[config.mk]
export PLATFORM = sky130hd
export DESIGN_NAME = mips_cpu_test_monitor
export DESIGN_NICKNAME = d
export VERILOG_FILES = /design/src/rtl/mips_cpu_test_monitor.sv
export SDC_FILE = /design/constraint.sdc
export NUM_CORES = 1
export LEC_CHECK = 0
export ABC_AREA = 1
export CORE_MARGIN = 3
export CORE_UTILIZATION = 50
export DETAILED_ROUTE_END_ITERATION = 12
export PLACE_DENSITY = 0.85
export SETUP_SLACK_MARGIN = 0.02
export SLEW_MARGIN = 10
export SYNTH_ARGS = -nofsm -noshare
export SYNTH_HDL_FRONTEND = slang
export SYNTH_SLANG_ARGS = --single-unit
[constraint.sdc]
create_clock -name clk -period 2.2 [get_ports clk]
set_input_delay 0.22 -clock clk [delete_from_list [all_inputs] [get_ports clk]]
set_output_delay 0.22 -clock clk [all_outputs]
set_load 0.005 [all_outputs]
[src/rtl/mips_cpu_test_monitor.sv]
// mips_cpu_test_monitor: end-of-program checker (boot/halt/timeout; PC stall when MIPS_MON_STALL_DETECT_EN is defined)
module mips_cpu_test_monitor #(
  parameter logic [31:0] RESET_VECTOR   = 32'hBFC00000,
  parameter logic [31:0] HALT_ADDR      = 32'h00000000,
  parameter logic [31:0] EXPECTED_V0    = 32'h00000001,
  parameter int          TIMEOUT_CYCLES = 200,
  parameter int          CNT_W          = 16,
  parameter int          STALL_LIMIT    = 8
) (
  input  logic             clk,
  input  logic             reset,
  input  logic             clk_enable,
  input  logic             active,
  input  logic [31:0]      instr_address,
  input  logic [31:0]      register_v0,
  output logic             done,
  output logic             pass,
  output logic [2:0]       fail_code,
  output logic [CNT_W-1:0] cycle_count,
  output logic [CNT_W-1:0] fetch_count,
  output logic [31:0]      v0_at_halt
);
  localparam logic [1:0] S_BOOT = 2'd0, S_RUN = 2'd1, S_DONE = 2'd2;
  logic [1:0] state;
  logic [31:0] prev_addr;
  logic [CNT_W-1:0] cycle_inc, fetch_inc;
  logic timeout, changed, v0_ok;
  assign cycle_inc = &cycle_count ? cycle_count : cycle_count + 1'b1;
  assign fetch_inc = &fetch_count ? fetch_count : fetch_count + 1'b1;
  assign timeout   = cycle_count == CNT_W'(TIMEOUT_CYCLES - 1);
  assign changed   = instr_address != prev_addr;
  assign v0_ok     = register_v0 == EXPECTED_V0;
`ifdef MIPS_MON_STALL_DETECT_EN
  localparam int SW = $clog2(STALL_LIMIT + 1);
  logic [SW-1:0] stall_cnt, stall_next;
  logic stall_hit;
  assign stall_next = changed ? '0 : stall_cnt + 1'b1;
  assign stall_hit  = stall_next == SW'(STALL_LIMIT);
  always_ff @(posedge clk)
    if (reset) stall_cnt <= '0;
    else if (clk_enable && state == S_RUN && instr_address != HALT_ADDR && active) stall_cnt <= stall_next;
`endif
  always_ff @(posedge clk) begin
    if (reset) begin
      state       <= S_BOOT;
      done        <= 1'b0;
      pass        <= 1'b0;
      fail_code   <= 3'd0;
      cycle_count <= '0;
      fetch_count <= '0;
      v0_at_halt  <= '0;
      prev_addr   <= '0;
    end else if (clk_enable) begin
      case (state)
        S_BOOT:
          if (instr_address == RESET_VECTOR && active) begin
            state       <= S_RUN;
            prev_addr   <= instr_address;
            cycle_count <= cycle_inc;
          end else if (timeout) begin
            state     <= S_DONE;
            done      <= 1'b1;
            fail_code <= 3'd3;
          end else cycle_count <= cycle_inc;
        S_RUN:
          // halt is checked first so it wins over inactivity, stall and timeout
          if (instr_address == HALT_ADDR) begin
            state      <= S_DONE;
            done       <= 1'b1;
            v0_at_halt <= register_v0;
            pass       <= v0_ok;
            fail_code  <= v0_ok ? 3'd0 : 3'd1;
          end else if (!active) begin
            state     <= S_DONE;
            done      <= 1'b1;
            fail_code <= 3'd3;
          end
`ifdef MIPS_MON_STALL_DETECT_EN
          else if (stall_hit) begin
            state     <= S_DONE;
            done      <= 1'b1;
            fail_code <= 3'd4;
          end
`endif
          else if (timeout) begin
            state     <= S_DONE;
            done      <= 1'b1;
            fail_code <= 3'd2;
          end else begin
            cycle_count <= cycle_inc;
            fetch_count <= changed ? fetch_inc : fetch_count;
            prev_addr   <= instr_address;
          end
        default: ;
      endcase
    end
  end
endmodule
# Yosys cells after proc, flatten, opt, wreduce, memory -nomap -nowiden
# Cells that the tools add are included.
[op_classes]
addsub = 2
n_mul = 0
div = 0
order_cmp = 0
n_eq_ne = 12
shift = 0
mux = 28
bitwise_logic = 3
n_reduce_logical = 13
[ops]
columns = ["operator", "count"]
rows = [
  ["two-way mux 32 bit", 4],
  ["two-way mux 16 bit", 5],
  ["case mux 32 bit (2 select lines)", 1],
  ["adder 16 x 1 -> 16 bit (second input constant)", 2],
  ["equality test 32 x 1 -> 1 bit (second input constant)", 1],
  ["equality test 32 bit (second input constant)", 1],
  ["logical NOT 32 bit", 1],
  ["!= test 32 bit", 1],
  ["case mux 16 bit (2 select lines)", 1],
  ["AND reduction 16 bit", 2],
  ["equality test 16 x 8 -> 1 bit (second input constant)", 1],
  ["two-way mux 3 bit", 5],
  ["!= test 2 bit (second input constant)", 6],
  ["two-way mux 2 bit", 4],
  ["AND reduction 7 bit", 1],
  ["case mux 3 bit (2 select lines)", 1],
  ["AND reduction 3 bit", 2],
  ["AND reduction 6 bit", 1],
  ["two-way mux 1 bit", 5],
  ["AND reduction 5 bit", 1],
  ["!= test 4 bit (second input constant)", 1],
  ["case mux 2 bit (2 select lines)", 1],
  ["AND reduction 4 bit", 1],
  ["inverter 1 bit", 3],
  ["6 further kinds", 6],
]
[word_totals]
register_bits = 103
latch_bits = 0
ram_bits = 0
romBits = 0
input_bits = 68
output_inout_bits = 69
mem_count = 0

# Depth between registers and ports, before layout
# Gate-level depths: netlist (run 1).
[logic_depth]
word_depth = 6
mapped_depth = 15

# Worst setup path after synthesis (run 1)
# OpenSTA, ideal clock, no wires.
[synth_path]
kind = "register to register"
from = "reg cycle_count[0]"
to = "reg prev_addr[10]"
setup_ps = 113
arrival_time_ps = 1580
setup_slack_ps = 508
stages_incl_launch_ff = 15
cell_sequence = "dfxtp_1 > ha_1 > nand2_1 > inv_1 > nand2_1 > nor2_1 > nand2_1 > nand2_1 > nand2_1 > nor2_1 > nor2_2 > buf_6 > buf_2 > nor2_1 > nor2_1"
[synth_between]
elab_chain_len = 3
[synth_rtl]
columns = ["element", "line_no", "rtl"]
rows = [
  ["start: declaration", "19", "output logic [CNT_W-1:0] cycle_count,"],
  ["start signal: assignment", "59", "cycle_count <= cycle_inc;"],
  ["start signal: assignment", "64", "end else cycle_count <= cycle_inc;"],
  ["start signal: assignment", "90", "cycle_count <= cycle_inc;"],
  ["equality test 16 x 8 -> 1 bit", "30", "assign timeout = cycle_count == CNT_W'(TIMEOUT_CYCLES - 1);"],
  ["!= test 2 bit (no line)", "-", ""],
  ["AND reduction 6 bit (no line)", "-", ""],
  ["end signal: assignment", "58", "prev_addr <= instr_address;"],
  ["end signal: assignment", "92", "prev_addr <= instr_address;"],
  ["end: declaration", "25", "logic [31:0] prev_addr;"],
]
# No other way between the ends.
# A chain may end at the register's enable or synchronous reset.

# Worst setup path in the final report (run 1)
[layout_path]
from = "reg cycle_count[0]"
to = "reg cycle_count[7]"
[layout_between]
elab_chain_len = 6
word_cells_on_any_way = 9
classes_between = "1 x add/sub; 1 x eq/ne; 6 x mux; 1 x reduce/logical"
[layout_rtl]
columns = ["element", "line_no", "rtl"]
rows = [
  ["adder 16 x 1 -> 16 bit or AND reduction 16 bit (tied branches)", "28", "assign cycle_inc = &cycle_count ? cycle_count : cycle_count + 1'b1;"],
  ["two-way mux 16 bit", "28", ""],
  ["two-way mux 16 bit", "60, 85", ""],
  ["two-way mux 16 bit", "73", "end else if (!active) begin"],
  ["two-way mux 16 bit", "67", "if (instr_address == HALT_ADDR) begin"],
  ["case mux 16 bit (2 select lines) (*)", "54", "case (state)"],
]
# Mark *: on every way between the ends. The rest lies on a longest branch, timed or not. The select of a mux whose other input is x is not followed.

==> results of run 1 <==
synthesized netlist by cell type, types with 2 or more instances:
| library cell | instances | share of area |
|---|---|---|
| buf_4 | 4 | 0.0055 |
| clkbuf_1 | 12 | 0.0083 |
| buf_6 | 3 | 0.0062 |
| xnor2_1 | 41 | 0.066 |
| xor2_1 | 14 | 0.023 |
| nor2_2 | 2 | 0.0023 |
| nor2_4 | 3 | 0.0062 |
| o21ai_0 | 13 | 0.012 |
| inv_1 | 103 | 0.071 |
| buf_2 | 11 | 0.010 |
| dfxtp_1 | 102 | 0.38 |
| nand2_1 | 182 | 0.13 |
| nand3_1 | 44 | 0.040 |
| ha_1 | 2 | 0.0046 |
| nor2_1 | 171 | 0.12 |
| nand4_1 | 20 | 0.023 |
| nor3_1 | 15 | 0.014 |
| a211oi_1 | 31 | 0.043 |
| a21oi_1 | 33 | 0.030 |
| nand2_2 | 2 | 0.0023 |
repair_timing:
action	in CTS	in global routing
gates resized for setup	0	1
hold endpoints to repair	0	0
endpoints found under the setup margin	0	2
power by group through the flow:
| stage | Combinational, mW | Clock, mW | Sequential [mW] |
|---|---|---|---|
| 4_1_cts | 0.324 | 1.18 | 1.85 |
| 5_1_grt | 0.357 | 1.24 | 1.86 |
| 3_5_place_dp | 0.322 | 0 | 1.90 |
| 2_1_floorplan | 0.138 | 0 | 1.90 |
| 6_report | 0.322 | 1.14 | 1.85 |
| 3_3_place_gp | 0.320 | 0 | 1.90 |
final cells by class:
| type | instances | area, sq um |
|---|---|---|
| clock buffers | 9 | 124 |
| well taps | 136 | 170 |
| multi-input cells | 580 | 2850 |
| repair buffers | 149 | 1500 |
| fillers | 946 | 3320 |
| flip-flops and latches | 102 | 2040 |
| clock inverters | 7 | 65.1 |
| inverters | 104 | 390 |
cell families after synthesis:
logic type                 count (synthesis)
xor gates and xnor gates                  55
AOI/OAI and AO/OA                         80
adders and majority gates                  2
and+or+nand+nor                          442
other                                      1
DFF                                      102
buffers and inverters                    135
sequential cells by signal, indices dropped and copies added, names as in the netlist:
signal       count
prev_addr       32
v0_at_halt      32
cycle_count     16
fetch_count     16
fail_code        2
state            2
done             1
pass             1
per-layer routing:
layer,up-vias,GRT usage,share of wire,wire length [um]
met5,-,0,0,0
met4,0,0.0510,0.0085,114
met3,12,0.0460,0.072,957
met2,141,0.382,0.47,6280
met1,2323,0.275,0.45,6020
li1,2814,-,-,-
critical path, delay by kind of cell, from the launching register on:
| kind | cells | cell delay [ns] |
|---|---|---|
| compound gates | 2 | 0.28 |
| fa+ha+maj | 1 | 0.19 |
| buf+inv | 3 | 0.51 |
| flops | 1 | 0.41 |
| simple gates | 3 | 0.39 |
through the flow:
stage / area (sq um) / instances / util
2_1_floorplan: 5440 / 817 / -
3_3_place_gp: 6950 / 1071 / 0.664
6_report: 7140 / 1087 / 0.682
3_5_place_dp: 6950 / 1071 / 0.664
5_1_grt: 7140 / 1087 / 0.682
4_1_cts: 7140 / 1087 / 0.682
worst min path at each step:
stage                       from                           to  slack, ns  depth (start not counted)
6_report                   reset  cycle_count[2]$_SDFFE_PP0P_       0.41                          5
5_1_grt          register_v0[29]  v0_at_halt[29]$_SDFFE_PP0P_       0.42                          3
4_1_cts                    reset   prev_addr[14]$_SDFFE_PP0P_       0.39                          5
3_5_place_dp   done$_SDFFE_PP0P_            done$_SDFFE_PP0P_       0.44                          2
3_3_place_gp   done$_SDFFE_PP0P_            done$_SDFFE_PP0P_       0.44                          2
2_1_floorplan     register_v0[1]   v0_at_halt[1]$_SDFFE_PP0P_       0.38                          2
==> flow_summary.ini, run 1 <==
[sta]
fin_tns_setup_ns = 0
skew_ns = 0.0144
holdWs_ns = 0.410
tightest_slew_ns = 0.680
relSlewSlack = 0.547
rsz0062_at_grt = no
drv_slew = 0
period_minus_slack_ns = 1.86
final.period_utilization = 0.843
layout_setup_ws_ns = 0.345
setup_viol = 0
fmax_ghz = 0.539
hold_viol = 0

[clocking]
cts-root-buf = clkbuf_8
cts_buffer_depth = 2
hold_buffers = 0
clk_pin_slew_worst_paths_ns = 0.11
cts_tree = built
clock_sinks = 102
cts.htree.levels = 3
insertion_delay_ns = 0.37
cts_buffers = 9
cts_setup_buffers = 0

[power_and_ir_drop]
p_sw_frac = 0.260
p_sw_mw = 0.862
leakagePower_nw = 2.82
p_clk_frac = 0.344
finalPower_mw = 3.32
vdd_drop_max_uv = 355
intPower_mw = 2.46
p_comb_frac = 0.097
powerDensity_mw_per_mm2 = 465
p_seq_frac = 0.559

[global_routing]
grt_overflow = 0
grt_pass1_vias = 4765
grt_pass1_wl_um = 21600
grt_max_degree = 64
grtUsageTotal = 0.218
antenna_found_initial = 0

[synthesis]
synth_fa_ha_area_frac = 0.00460
synth_cell_types = 29
yosysSeqAreaShare = 0.375
synthCells = 817
avgSynthCellArea_sq_um = 6.66
async_flop_share = 0
muxShareOfSynthArea = 0
ys.flop_type = dfxtp_1
syn-num-nets = 887
synth-xor-area-share = 0.0885
synth_edf_count = 0
syn_area_sq_mm = 0.00544
ys_warn_count = 0
yosys.area_share.simple = 0.339
synth_seq_cells = 102
synth_top_family_by_area = simple AND/OR/NAND/NOR gates
synth_compound_area_frac = 0.0892

[floorplanning]
fp.coreArea_sq_mm = 0.0105
start_util = 0.520
die_x_um = 110
die_h_um = 110
dieArea_sq_mm = 0.0122
io_pins = 137
fp-row-count = 37

[setup_path]
path_class = reg2reg
crit_start = cycle_count[0]$_SDFFE_PP0P_
critPathMaxStageDelay_ns = 0.41
arrival_ns = 2.15
endpoint_kind = flip-flop
critPathMaxFanout = 9
cp_cell_sequence = ha_1, nand2_1, inv_1, nand2_1, inv_1, nand4_1, inv_1, o21ai_0, a21oi_1
critical_path.slowest_cell = dfxtp_1
r2r_slack_ns = 0.34
crit_path_end = cycle_count[7]$_SDFFE_PP0P_
cpMostUsedCell = inv_1
r2r-end = cycle_count[7]$_SDFFE_PP0P_
reg2reg_depth = 9
required_ns = 2.50
start_kind = flip-flop
rr_startpoint = cycle_count[0]$_SDFFE_PP0P_

[route]
antenna_left = 0
routedWlPerCell_um = 12.3
via_per_inst = 4.87
drc = 0
totalWireLength_um = 13400
vias = 5290
drtIter0Drc = 318
dr.pass1.iters = 4

[cells_and_area]
nNetsFinal = 1016
layout_commonest_cell = nand2_1
layout-drive-gt1-share = 0.0452
mostFrequentLayoutCells = nand2_1, nor2_1, clkdlybuf4s50_1, inv_1, dfxtp_1
n_antenna_cell = 0
syn_to_final_growth_pct = 31.2

[flow_run]
drv_cap = 0

[placement]
place_ws_ns = 0.0504
gp_congestion = 0.917
port_buffers = 135
hpwl_um = 10100

[worst_hold_path]
hold_path_class = in2reg

[outcome]
status = complete, no violations
(Power assumes the default switching activity.)
==> run 2, diff against run 1 <==
CORE_UTILIZATION = 45   (was 50)
PLACE_DENSITY = 0.81   (was 0.85)
clock period = 1.66 ns   (was 2.2 ns; I/O delays follow)
==> run 2 against run 1 <==
Net effect: die area up 10%; combinational power rose by 59%; critical path depth is 5 higher; sequential share of layout area fell by 4.1 points; utilization increased by 3.6 points; via count is 9.8% higher; first-iteration DRC count decreased by 0.94%; fmax grew 14%; design area rose by 17%; routed wire length is 13% higher; worst hold slack got worse by 0.20 ns; clock power up 80%; critical path type unchanged; largest power group unchanged.
==> flow_summary.ini, run 2 (same netlist as run 1, synthesis figures left out) <==
[power_and_ir_drop]
vdd_drop_max_uv = 417
leakagePower_nw = 3.65
powerDensity_mw_per_mm2 = 601

[flow_run]
drv_cap = 0

[sta]
hold_viol = 0
rsz0062_at_grt = yes
holdWs_ns = 0.209
period_minus_slack_ns = 1.63
drv_slew = 0
setup_viol = 0
fmax_ghz = 0.613
skew_ns = 0.00987
relSlewSlack = 0.614
tightest_slew_ns = 0.579
final.period_utilization = 0.982

[route]
antenna_left = 0
vias = 5811
dr.pass1.iters = 7
drc = 0
via_per_inst = 4.89
totalWireLength_um = 15100
drtIter0Drc = 315
routedWlPerCell_um = 12.7

[setup_path]
critical_path.slowest_cell = dfxtp_2
path_class = reg2reg
reg2reg_depth = 14
arrival_ns = 1.87
path_buf_inv = 2
cp_cell_sequence = ha_4, nand2_2, inv_2, nand2_2, nor2_4, nand2_2, nand2_1, nand2_1, nor2_2, nor2_4, buf_12, nand2_1, nand2_1, nor2_1
path_delay_family = simple AND/OR/NAND/NOR gates
endpoint_kind = flip-flop
start_kind = flip-flop
cp.depth = 14
critPathMaxStageDelay_ns = 0.34
critPathMaxFanout = 27
cpMostUsedCell = nand2_1
required_ns = 1.90

[floorplanning]
io_pins = 137
dieArea_sq_mm = 0.0134
fp-row-count = 39
fp.coreArea_sq_mm = 0.0116
die_h_um = 116
die_x_um = 116
start_util = 0.468

[placement]
hpwl_um = 10800
gp_congestion = 0.940
port_buffers = 135
dpl_cell_area_sq_mm = 0.00757
dp.cells = 1158

[clocking]
cts-root-buf = clkbuf_16
cts.htree.levels = 3
cts_buffer_depth = 2
clk_pin_slew_worst_paths_ns = 0.07
hold_buffers = 0
cts_buffers = 9
insertion_delay_ns = 0.35
clock_sinks = 102
cts_tree = built

[global_routing]
grt_overflow = 0
antenna_found_initial = 0
grt_max_degree = 50
grt_pass1_vias = 5427
grt_pass1_wl_um = 24100
grtUsageTotal = 0.220

[cells_and_area]
regArea_sq_mm = 0.00205
mostFrequentLayoutCells = nand2_1, nor2_1, clkdlybuf4s50_1, inv_1, dfxtp_1
nNetsFinal = 1110
n_antenna_cell = 0
syn_to_final_growth_pct = 53.4
layout-drive-gt1-share = 0.197
stdcell_count = 1188
layout_commonest_cell = nand2_1
finalInstanceArea_sq_mm = 0.00834
fillers = 940
reg_top3 = prev_addr x32, v0_at_halt x32
multi_input_area_sq_mm = 0.00307
utilization = 0.718

[worst_hold_path]
hold_path_class = in2reg
hold_path_depth = 5

[outcome]
status = complete, no violations
[run 2: routing by layer]
layer  track usage  vias up  routed length [um]
met1         0.273     2589                6620
met2         0.382      176                7150
met4        0.0858        0                 320
met5             0        -                   0
met3        0.0360       32                1000
li1              -     3014                   -
[run 2: cell type report]
cell class                 count  share of cell area
multi-input combinational    580               0.368
timing repair buffer         242               0.281
sequential                   102               0.246
inverter                     104              0.0478
clock buffer                  12              0.0307
tap                          143              0.0214
clock inverter                 4             0.00360
timing repair inverter         1            0.000900
[run 2: final timing paths]
path,slack (ns),from,to
worst max register to register,0.03,cycle_count[0]$_SDFFE_PP0P_,prev_addr[22]$_SDFFE_PP0P_
worst min-delay path,0.21,instr_address[22],prev_addr[22]$_SDFFE_PP0P_
worst min register to register,0.45,done$_SDFFE_PP0P_,done$_SDFFE_PP0P_
worst max-delay path,0.03,cycle_count[0]$_SDFFE_PP0P_,prev_addr[22]$_SDFFE_PP0P_
[run 2: report_power, final]
group | leakage [nW] | internal (mW) | total [mW] | switching (mW)
Combinational | 2.69 | 0.275 | 0.513 | 0.238
Sequential | 0.824 | 2.45 | 2.46 | 0.00472
Clock | 0.139 | 1.11 | 2.05 | 0.939
[run 2: worst reg2reg max path, delay by kind of cell, from the launching register on]
family                   cells  cell delay [ns]
AND/OR/NAND/NOR             11             0.78
flip-flops                   1             0.34
adder cells (fa/ha/maj)      1             0.16
buffers and inverters        2             0.24
[run 2: stage by stage]
stage | setup slack, ns | power (mW) | setup TNS, ns
detailed placement | -0.398 | 3.02 | -32.75
finish | 0.0291 | 5.01 | 0
global route | -0.0952 | 5.21 | -1.91
global placement | -0.313 | 3.01 | -28.46
CTS | 0.00431 | 5.04 | 0
floorplan | 0.0323 | 2.70 | 0
[run 2: what timing repair did]
action	4_1_cts	5_1_grt
pin swaps	10	38
setup endpoints to repair	45	101
gates resized for setup	27	111
buffers inserted	4	6
cloned	2	2
==> run 3, diff against run 2 <==
CORE_MARGIN = unset   (was 3)
CORE_UTILIZATION = 51   (was 45)
PLACE_DENSITY = 0.87   (was 0.81)
clock period = 2 ns   (was 1.66 ns; I/O delays follow)
==> run 3 against run 2 <==
Net effect: clock skew rose by 0.010 ns; register-to-register slack improved by 0.21 ns; fmax fell by 7.1%; die area fell by 18%; first-iteration DRC count fell by 15%; total power fell by 26%.
==> flow_summary.ini, run 3 (same netlist as run 1, synthesis figures left out) <==
[setup_path]
arrival_ns = 2.05
critPathMaxFanout = 9
required_ns = 2.30
path_buf_inv = 3
r2r_slack_ns = 0.24
cp_cell_sequence = ha_1, nand2_1, inv_1, nand2_1, inv_1, nand4_1, inv_1, o21ai_0, a21oi_1
rr_startpoint = cycle_count[0]$_SDFFE_PP0P_
critical_path.slowest_cell = dfxtp_4
path_class = reg2reg
critPathMaxStageDelay_ns = 0.38
start_kind = flip-flop
r2r-end = cycle_count[5]$_SDFFE_PP0P_
reg2reg_depth = 9
path_delay_family = buffers and inverters
endpoint_kind = flip-flop
cpMostUsedCell = inv_1

[route]
drc = 0
antenna_left = 0
vias = 5531
dr.pass1.iters = 5
drtIter0Drc = 267
totalWireLength_um = 13200
routedWlPerCell_um = 11.7
via_per_inst = 4.90

[placement]
hpwl_um = 10100
dpl_cell_area_sq_mm = 0.00727
gp_congestion = 0.896
dp.cells = 1112
place_ws_ns = -0.117
port_buffers = 135

[clocking]
insertion_delay_ns = 0.37
cts-root-buf = clkbuf_8
clock_sinks = 102
cts_buffers = 9
cts_buffer_depth = 2
cts_tree = built
cts.htree.levels = 3
clk_pin_slew_worst_paths_ns = 0.11

[cells_and_area]
layout_commonest_cell = nand2_1
finalInstanceArea_sq_mm = 0.00747
n_antenna_cell = 0
stdcell_count = 1128
mostFrequentLayoutCells = nand2_1, nor2_1, clkdlybuf4s50_1, inv_1, dfxtp_1
reg_top3 = prev_addr x32, v0_at_halt x32
layout-drive-gt1-share = 0.0877
utilization = 0.723
nNetsFinal = 1057
syn_to_final_growth_pct = 37.3
fillers = 878

[sta]
hold_viol = 0
relSlewSlack = 0.562
tightest_slew_ns = 0.657
fmax_ghz = 0.569
fin_tns_setup_ns = 0
skew_ns = 0.0198
rsz0062_at_grt = no
drv_slew = 0
layout_setup_ws_ns = 0.244
setup_viol = 0
period_minus_slack_ns = 1.76
final.period_utilization = 0.878
holdWs_ns = 0.382

[worst_hold_path]
hold_path_depth = 3
worstHoldStart = register_v0[30]
hold_path_class = in2reg
hold_path_end = v0_at_halt[30]$_SDFFE_PP0P_

[global_routing]
grt_overflow = 0
antenna_found_initial = 0
grtUsageTotal = 0.244
grt_pass1_wl_um = 22100
grt_max_degree = 64
grt_pass1_vias = 4982

[floorplanning]
fp-row-count = 37
die_x_um = 105
fp.coreArea_sq_mm = 0.0103
dieArea_sq_mm = 0.0111
start_util = 0.527
io_pins = 137
die_h_um = 105

[power_and_ir_drop]
vdd_drop_max_uv = 297
leakagePower_nw = 3.02
finalPower_mw = 3.70
powerDensity_mw_per_mm2 = 495

[flow_run]
drv_cap = 0

[outcome]
status = complete, no violations
==> run 3: changes by cell type in the layout (fill, tap and decap cells not counted), moves of 11 or more <==
| cell | delta |
|---|---|
| buf_4 | -40 |
| clkdlybuf4s50_1 | +34 |
| dlymetal6s2s_1 | -25 |
| nand2_1 | +22 |
| nand2_2 | -19 |
| nor2_1 | +16 |
| nor2_2 | -13 |
| o21ai_0 | +11 |
==> run 3: worst max-delay path by stage <==
stage	from	to	slack (ns)	cells after the start
floorplan	cycle_count[0]$_SDFFE_PP0P_	prev_addr[10]$_SDFFE_PP0P_	0.31	14
global placement	instr_address[5]	cycle_count[8]$_SDFFE_PP0P_	-0.05	11
detailed placement	instr_address[5]	v0_at_halt[6]$_SDFFE_PP0P_	-0.12	11
CTS	cycle_count[0]$_SDFFE_PP0P_	prev_addr[9]$_SDFFE_PP0P_	0.11	14
global route	cycle_count[0]$_SDFFE_PP0P_	prev_addr[7]$_SDFFE_PP0P_	0.009	14
finish	cycle_count[0]$_SDFFE_PP0P_	cycle_count[5]$_SDFFE_PP0P_	0.24	9
==> run 3: power breakdown <==
part | total [mW] | switching [mW] | internal [mW] | leakage, nW
combinational | 0.401 | 0.177 | 0.225 | 2.11
clock | 1.26 | 0.749 | 0.507 | 0.0914
sequential | 2.04 | 0.00522 | 2.03 | 0.822
==> run 3: layout make-up <==
cell class | instances | area, sq um | share of cell area
clock buffer | 10 | 138 | 0.0184
clock inverter | 6 | 52.6 | 0.00704
inverter | 104 | 390 | 0.0523
multi-input combinational | 580 | 2850 | 0.381
sequential | 102 | 2050 | 0.274
tap | 136 | 170 | 0.0228
timing repair buffer | 190 | 1820 | 0.244
==> run 3: worst register-to-register path: cells and delay by family, from the launching register on <==
family | cells | cell delay (ns)
adders and majority gates | 1 | 0.18
AOI/OAI and AO/OA | 2 | 0.29
DFF | 1 | 0.38
buffers and inverters | 3 | 0.48
and+or+nand+nor | 3 | 0.36
==> run 3: timing repair <==
item                                    in CTS  in global routing
endpoints found under the setup margin       0                 41
gates resized for setup                      0                  5
hold buffers                                 0                  0
setup buffers                                0                  0
==> run 3: routing by layer <==
layer  GRT usage  routed length, um
met5           0                  0
met4      0.0805                145
met3      0.0464                749
met2       0.429               6360
met1       0.298               5900
